## src/rtl/rc4_prga_fsm.sv

```systemverilog
`default_nettype none
// ============================================================================
// Module   : rc4_prga_fsm
// Purpose  : RC4 keystream generator and decryptor. It swaps S[i]/S[j], reads
//            S[S[i]+S[j]] and XORs the result with the encrypted ROM byte.
// Revision : 1.0
// ============================================================================
module rc4_prga_fsm #(
  parameter int MSG_LEN = 32
) (
  input  logic       clk,
  input  logic       reset,
  input  logic       start,
  output logic [7:0] s_address,
  output logic [7:0] s_data,
  output logic       s_wren,
  input  logic [7:0] s_q,
  output logic [4:0] rom_address,
  input  logic [7:0] rom_q,
  output logic [4:0] dec_address,
  output logic [7:0] dec_data,
  output logic       dec_wren,
  output logic       done
);

  localparam logic [4:0] C_LAST_K = 5'(MSG_LEN - 1);

  typedef enum logic [3:0] {
    ST_IDLE    = 4'd0,
    ST_RD_SI   = 4'd1,
    ST_WAIT_SI = 4'd2,
    ST_CAP_SI  = 4'd3,
    ST_RD_SJ   = 4'd4,
    ST_WAIT_SJ = 4'd5,
    ST_CAP_SJ  = 4'd6,
    ST_WR_SI   = 4'd7,
    ST_WR_SJ   = 4'd8,
    ST_RD_F    = 4'd9,
    ST_WAIT_F  = 4'd10,
    ST_WR_DEC  = 4'd11,
    ST_NEXT    = 4'd12,
    ST_DONE    = 4'd13
  } state_t;

  state_t     r_state, w_next;
  logic [7:0] r_i, r_j, r_si, r_sj, r_f;
  logic [4:0] r_k;
  logic [7:0] w_f;
  logic [7:0] w_f_idx;

  assign w_f_idx = r_si + r_sj;
  assign done    = (r_state == ST_DONE);

  always_ff @(posedge clk or posedge reset) begin
    if (reset) begin
      r_state <= ST_IDLE;
      r_i     <= '0;
      r_j     <= '0;
      r_k     <= '0;
      r_si    <= '0;
      r_sj    <= '0;
      r_f     <= '0;
    end else begin
      r_state <= w_next;
      case (r_state)
        ST_IDLE: begin
          if (start) begin
            r_i <= 8'd1;
            r_j <= '0;
            r_k <= '0;
          end
        end
        ST_CAP_SI: begin
          r_si <= s_q;
          r_j  <= r_j + s_q;
        end
        ST_CAP_SJ: r_sj <= s_q;
        ST_WR_DEC: r_f  <= s_q;
        ST_NEXT: begin
          if (r_k != C_LAST_K) begin
            r_k <= r_k + 5'd1;
            r_i <= r_i + 8'd1;
          end
        end
        default: ;
      endcase
    end
  end

  // Read addresses are held through the wait state so s_q stays valid at capture.
  always_comb begin
    w_next      = r_state;
    s_address   = '0;
    s_data      = '0;
    s_wren      = 1'b0;
    rom_address = '0;
    dec_address = '0;
    dec_data    = '0;
    dec_wren    = 1'b0;
    w_f         = r_f;

    if (r_state != ST_IDLE && r_state != ST_NEXT && r_state != ST_DONE)
      rom_address = r_k;

    case (r_state)
      ST_IDLE: begin
        if (start) w_next = ST_RD_SI;
      end
      ST_RD_SI: begin
        s_address = r_i;
        w_next    = ST_WAIT_SI;
      end
      ST_WAIT_SI: begin
        s_address = r_i;
        w_next    = ST_CAP_SI;
      end
      ST_CAP_SI: w_next = ST_RD_SJ;
      ST_RD_SJ: begin
        s_address = r_j;
        w_next    = ST_WAIT_SJ;
      end
      ST_WAIT_SJ: begin
        s_address = r_j;
        w_next    = ST_CAP_SJ;
      end
      ST_CAP_SJ: w_next = ST_WR_SI;
      ST_WR_SI: begin
        s_address = r_i;
        s_data    = r_sj;
        s_wren    = 1'b1;
        w_next    = ST_WR_SJ;
      end
      ST_WR_SJ: begin
        s_address = r_j;
        s_data    = r_si;
        s_wren    = 1'b1;
        w_next    = ST_RD_F;
      end
      ST_RD_F: begin
        s_address = w_f_idx;
        w_next    = ST_WAIT_F;
      end
      ST_WAIT_F: begin
        s_address = w_f_idx;
        w_next    = ST_WR_DEC;
      end
      ST_WR_DEC: begin
        w_f         = s_q;
        dec_address = r_k;
        dec_data    = w_f ^ rom_q;
        dec_wren    = 1'b1;
        w_next      = ST_NEXT;
      end
      ST_NEXT: begin
        w_next = (r_k == C_LAST_K) ? ST_DONE : ST_RD_SI;
      end
      ST_DONE: w_next = ST_DONE;
      default: w_next = ST_IDLE;
    endcase
  end

endmodule
`default_nettype wire

```

## config.mk

```make
export PLATFORM = sky130hd
export DESIGN_NAME = rc4_prga_fsm
export DESIGN_NICKNAME = d
export VERILOG_FILES = /design/src/rtl/rc4_prga_fsm.sv
export SDC_FILE = /design/constraint.sdc
export NUM_CORES = 1
export LEC_CHECK = 0
export CAP_MARGIN = 15
export CORE_MARGIN = 5
export CORE_UTILIZATION = 47
export DETAILED_ROUTE_END_ITERATION = 6
export GPL_ROUTABILITY_DRIVEN = 0
export GPL_TIMING_DRIVEN = 0
export HOLD_SLACK_MARGIN = 0.03
export PLACE_DENSITY = 0.77
export SETUP_SLACK_MARGIN = 0.1
export SLEW_MARGIN = 20
export SYNTH_ARGS = -nofsm -noshare
export SYNTH_HDL_FRONTEND = slang
export SYNTH_SLANG_ARGS = --single-unit
```

## constraint.sdc

```tcl
create_clock -name clk -period 2.2 [get_ports clk]
set_input_delay 0.55 -clock clk [delete_from_list [all_inputs] [get_ports clk]]
set_output_delay 0.55 -clock clk [all_outputs]
set_load 0.01 [all_outputs]
```

# After elaboration in Yosys (flattened, before gate mapping)

Cells that the tools add are included.

Output and inout port bits: 37
Register bits: 41

Reduce and logical (&&, ||, !) cells: 12
Muxes and demuxes: 18
Eq/ne operators: 19
Bitwise gates (word level): 1
Add/sub/neg operators: 4

Operators by type and width:

| kind                                                 | number |
|---|---|
| one-hot mux 4 bit (14 select lines)                  | 1 |
| one-hot mux 8 bit (2 select lines)                   | 3 |
| two-way mux 8 bit                                    | 4 |
| equality test 4 bit (second input constant)          | 6 |
| one-hot mux 8 bit (3 select lines)                   | 1 |
| two-way mux 5 bit                                    | 4 |
| adder 8 bit                                          | 2 |
| equality test 4 x 3 -> 1 bit (second input constant) | 4 |
| one-hot mux 5 bit (2 select lines)                   | 1 |
| adder 8 x 1 -> 8 bit (second input constant)         | 1 |
| equality test 4 x 2 -> 1 bit (second input constant) | 2 |
| two-way mux 4 bit                                    | 2 |
| inequality test 4 bit (second input constant)        | 2 |
| XOR 8 bit                                            | 1 |
| OR reduction 3 bit                                   | 2 |
| adder 5 x 1 -> 5 bit (second input constant)         | 1 |
| equality test 5 bit (second input constant)          | 1 |
| inequality test 5 bit (second input constant)        | 1 |
| equality test 4 x 1 -> 1 bit (second input constant) | 1 |
| logical NOT 4 bit                                    | 1 |
| inequality test 2 bit (second input constant)        | 2 |
| nonzero test 2 bit                                   | 2 |
| nonzero test 4 bit                                   | 1 |
| OR reduction 2 bit                                   | 2 |
| 4 further kinds                                      | 6 |

# Logic depth before layout (Yosys ltp)

Word-level depth: 4
Depth in mapped cells: 9

# Worst setup path before layout

OpenSTA, ideal clock, no wires.

Path kind: register to output
Start point: register r_si[1]
End point: output port s_address[7]
Setup slack: -258 ps
Stages on the path, launching flop included: 8
Required time: 1650 ps
Arrival: 1908 ps
Cell sequence: dfrtp_1 -> ha_1 -> a21oi_1 -> o21ai_0 -> or4_1 -> a31oi_1 -> xnor2_1 -> o21ai_0

Longest elaborated chain between the ends: 2

Ends and longest elaborated chain:

| what                               | line | source |
|---|---|---|
| start: declaration                 | 46   | `logic [7:0] r_i, r_j, r_si, r_sj, r_f;` |
| start signal: assignment           | 74   | `r_si <= s_q;` |
| adder 8 bit                        | 51   | `assign w_f_idx = r_si + r_sj;` |
| one-hot mux 8 bit (3 select lines) | 105  | `case (r_state)` |
| end: declaration                   | 14   | `output logic [7:0] s_address,` |

No other way between the ends.

# Worst setup path in the final report

Start point: register r_si[0]
End point: output port s_address[6]

Same word-level chain as after synthesis.

==> flow_summary_export.csv <==
group,metric,value,unit
synth,synth-seq-cells,41,
critical_path,r2r_end,"r_i[6]",
synth,synth_area_per_cell,9.00,um^2
timing,fin_skew,0.00956,ns
synth,synth.top_cells.by_area,"dfrtp_1, ha_1, nand2_1, xnor2_1, nor2_1",
critical_path,arrival,2.25,ns
synth,synth_top_area_share,36.8,%
synth,ys_async_sr_fraction,100,%
synth,synth_cells,310,
clock_network,cts.clk_slew.worst_paths,0.08,ns
floorplanning,io_pins,56,
grt,antenna_found_initial,0,
worst_hold_path,min_from,"r_j[7]",
route,wl_per_cell,21.2,um
layout,multi_input_area,0.00214,mm^2
floorplanning,start_util,47.7,%
route,drtPass1Iterations,5,
timing,timing.final.ws_setup,-0.599,ns
layout,area_delta_synth_final,59.6,%
grt,grt_usage,24.7,%
layout,n_antenna_cell,0,
place,dp_cells,441,
timing,max_freq,0.357,GHz
synth,yosysSeqAreaShare,36.8,%
place,dp_hpwl,5290,um
synth,yosysWarnings,0,
synth,syn_area,0.00279,mm^2
floorplanning,fp.dieH,87.1,um
critical_path,setup.reg_to_reg.worst_slack,-0.08,ns
power,ir_drop,0.000679,V
critical_path,crit_path_end_kind,"output port",
critical_path,cp-start-kind,"flip-flop",
layout,final_area,0.00445,mm^2
timing,setup_violations,39,
layout,fillers,335,
worst_hold_path,min_path_type,"flip-flop to flip-flop",
worst_hold_path,min_to,"r_j[7]",
grt,grt_pass1_vias,2983,
route,first_iter_violations,281,
timing,fin_tns_setup,-7.72,ns
route,routed_wl,10700,um
grt,grt_max_degree,27,
layout,drive_above_1_share,45.0,%
synth,ys.flop_type,"dfrtp_1",
power,powerDensity,1470,mW/mm^2
clock_network,cts_tree,"built",
synth,syn_nets,348,
clock_network,cts.path.max_buffers,2,
critical_path,cp.required,1.65,ns
clock_network,htree_levels,2,
route,drc,0,
place,io_buffers,55,
critical_path,reg2regPathDepth,8,
route,routed-via-count,3036,
outcome,violations,"setup timing",
clock_network,cts_buffers,5,
critical_path,path_class,"flip-flop to output port",
timing,worstMarginPinSlew,0.558,ns
grt,grt_pass1_wl,14600,um
critical_path,r2r_start,"r_k[1]",
route,antenna_left,0,
floorplanning,rows,28,
timing,relSlewSlack,62.8,%
outcome,status,"finished, violations left",
layout,final_cell_mix,"nand2_1, dfrtp_1, buf_4, buf_6, buf_2",
route,viasPerCell,6.02,
timing,timing_hold_violations_final,0,
job,maxCapViolCount,0,
route,wl_met3,605,um
floorplanning,dieArea,0.00758,mm^2
route,met2_wirelength,5400,um
clock_network,cts_sinks,41,
route,met1Wirelength,4160,um
floorplanning,core_area,0.00585,mm^2
synth,synth-edff-count,0,
layout,stdcell_count,504,
timing,whs,0.522,ns
route,routed.top_layer,"met4",
power,p_leak,2.05,nW
clock_network,postCtsHoldBufs,0,
timing,rsz0062_at_grt,"true",
synth,ys_types,47,
worst_hold_path,worst_hold_path.num_cells,1,
floorplanning,die_w,87.1,um
layout,seq_area,0.00103,mm^2
critical_path,cp_max_fo,3,
timing,period_share,127,%
clock_network,cts_root_buffer,"clkbuf_8",
layout,final_nets,467,
place,placed_area,0.00349,mm^2
grt,grt_overflow,0,
timing,period_needed,2.80,ns
clock_network,clock_latency,0.29,ns
timing,drv_slew,0,
synth,synth_top_area_cell,"dfrtp_1",
layout,layout_commonest_cell,"nand2_1",
sequential cells by signal, summed over array words and instances, names as in the netlist:
name	cells
r_state	4
r_si	8
r_j	8
r_sj	8
r_k	5
r_i	8
how the worst max path moves through the flow:
stage / startpoint / end / slack, ns / cells past startpoint
6_report: r_si[0] / s_address[6] / -0.60 / 10
5_1_grt: r_sj[0] / s_address[6] / -0.70 / 10
4_1_cts: r_sj[1] / s_address[7] / -0.65 / 8
3_5_place_dp: r_state[0] / s_data[7] / -0.86 / 5
3_3_place_gp: r_state[0] / s_data[5] / -0.85 / 5
2_1_floorplan: r_sj[1] / s_address[7] / -0.08 / 7
worst max-delay path: stages (launching register included):
cell and delay [ns]:
dfrtp_1 0.40, ha_4 0.16, inv_2 0.04, fa_2 0.39, nor2b_4 0.15, o21ai_2 0.07, nand2b_1 0.18, a21o_1 0.19
a31oi_1 0.10, o21ai_1 0.14, buf_2 0.14
per-layer routing:
| metal | track usage (%) | up-vias |
|---|---|---|
| li1 | - | 1324 |
| met1 | 28.9 | 1529 |
| met2 | 43.5 | 139 |
| met3 | 3.60 | 44 |
| met4 | 12.3 | 0 |
| met5 | 0 | - |
synth_stat cells, types with 3 or more instances:
| library cell | count |
|---|---|
| nand2_1 | 45 |
| dfrtp_1 | 41 |
| nor2_1 | 31 |
| ha_1 | 17 |
| o21ai_0 | 17 |
| xnor2_1 | 14 |
| a22o_1 | 13 |
| xor2_1 | 11 |
| nor2b_1 | 10 |
| a21oi_1 | 9 |
| inv_1 | 8 |
| mux2_2 | 8 |
| and2_1 | 7 |
| clkbuf_1 | 7 |
| a22oi_1 | 6 |
| nand2b_1 | 6 |
| nor3_1 | 5 |
| a21o_1 | 4 |
| and3_1 | 4 |
| buf_2 | 4 |
| mux2i_1 | 4 |
| o22ai_1 | 4 |
| a211oi_1 | 3 |
| nand4_1 | 3 |
area by class of cell:
cell class	instances	area share (%)
timing repair buffer	113	21.8
sequential	41	23.1
tap	75	2.11
inverter	8	0.730
clock buffer	7	1.94
multi-input combinational	249	48.1
buffer	11	2.28
what timing repair did:
| action | CTS | global route |
|---|---|---|
| setup endpoints to repair | 51 | 68 |
| gates cloned | 1 | 0 |
| setup buffers | 36 | 21 |
| resized for setup | 226 | 83 |
| pin swaps | 32 | 31 |
logic make-up after synthesis:
group / after synthesis / share of synthesized area (%)
buffers and inverters: 20 / 2.87
AO/OA/AOI/OAI: 69 / 17.3
adder cells (fa/ha/maj): 19 / 9.06
AND/OR/NAND/NOR: 124 / 21.5
multiplexers: 12 / 4.66
XOR/XNOR: 25 / 7.85
flip-flops: 41 / 36.8
power by group:
group | internal, mW | total (mW) | switching (mW)
Combinational | 2.28 | 4.61 | 2.33
Sequential | 1.05 | 1.41 | 0.359
Clock | 0.250 | 0.513 | 0.263
stage by stage:
step / power, mW / utilization (%) / setup slack (ns)
after floorplan: 3.20 / - / -0.0779
after global placement: 3.98 / 59.3 / -0.848
after detailed placement: 4.07 / 59.6 / -0.859
after CTS: 5.38 / 68.6 / -0.652
after global routing: 6.86 / 76.1 / -0.702
final: 6.53 / 76.1 / -0.599
Power figures use the tool's default switching activity.
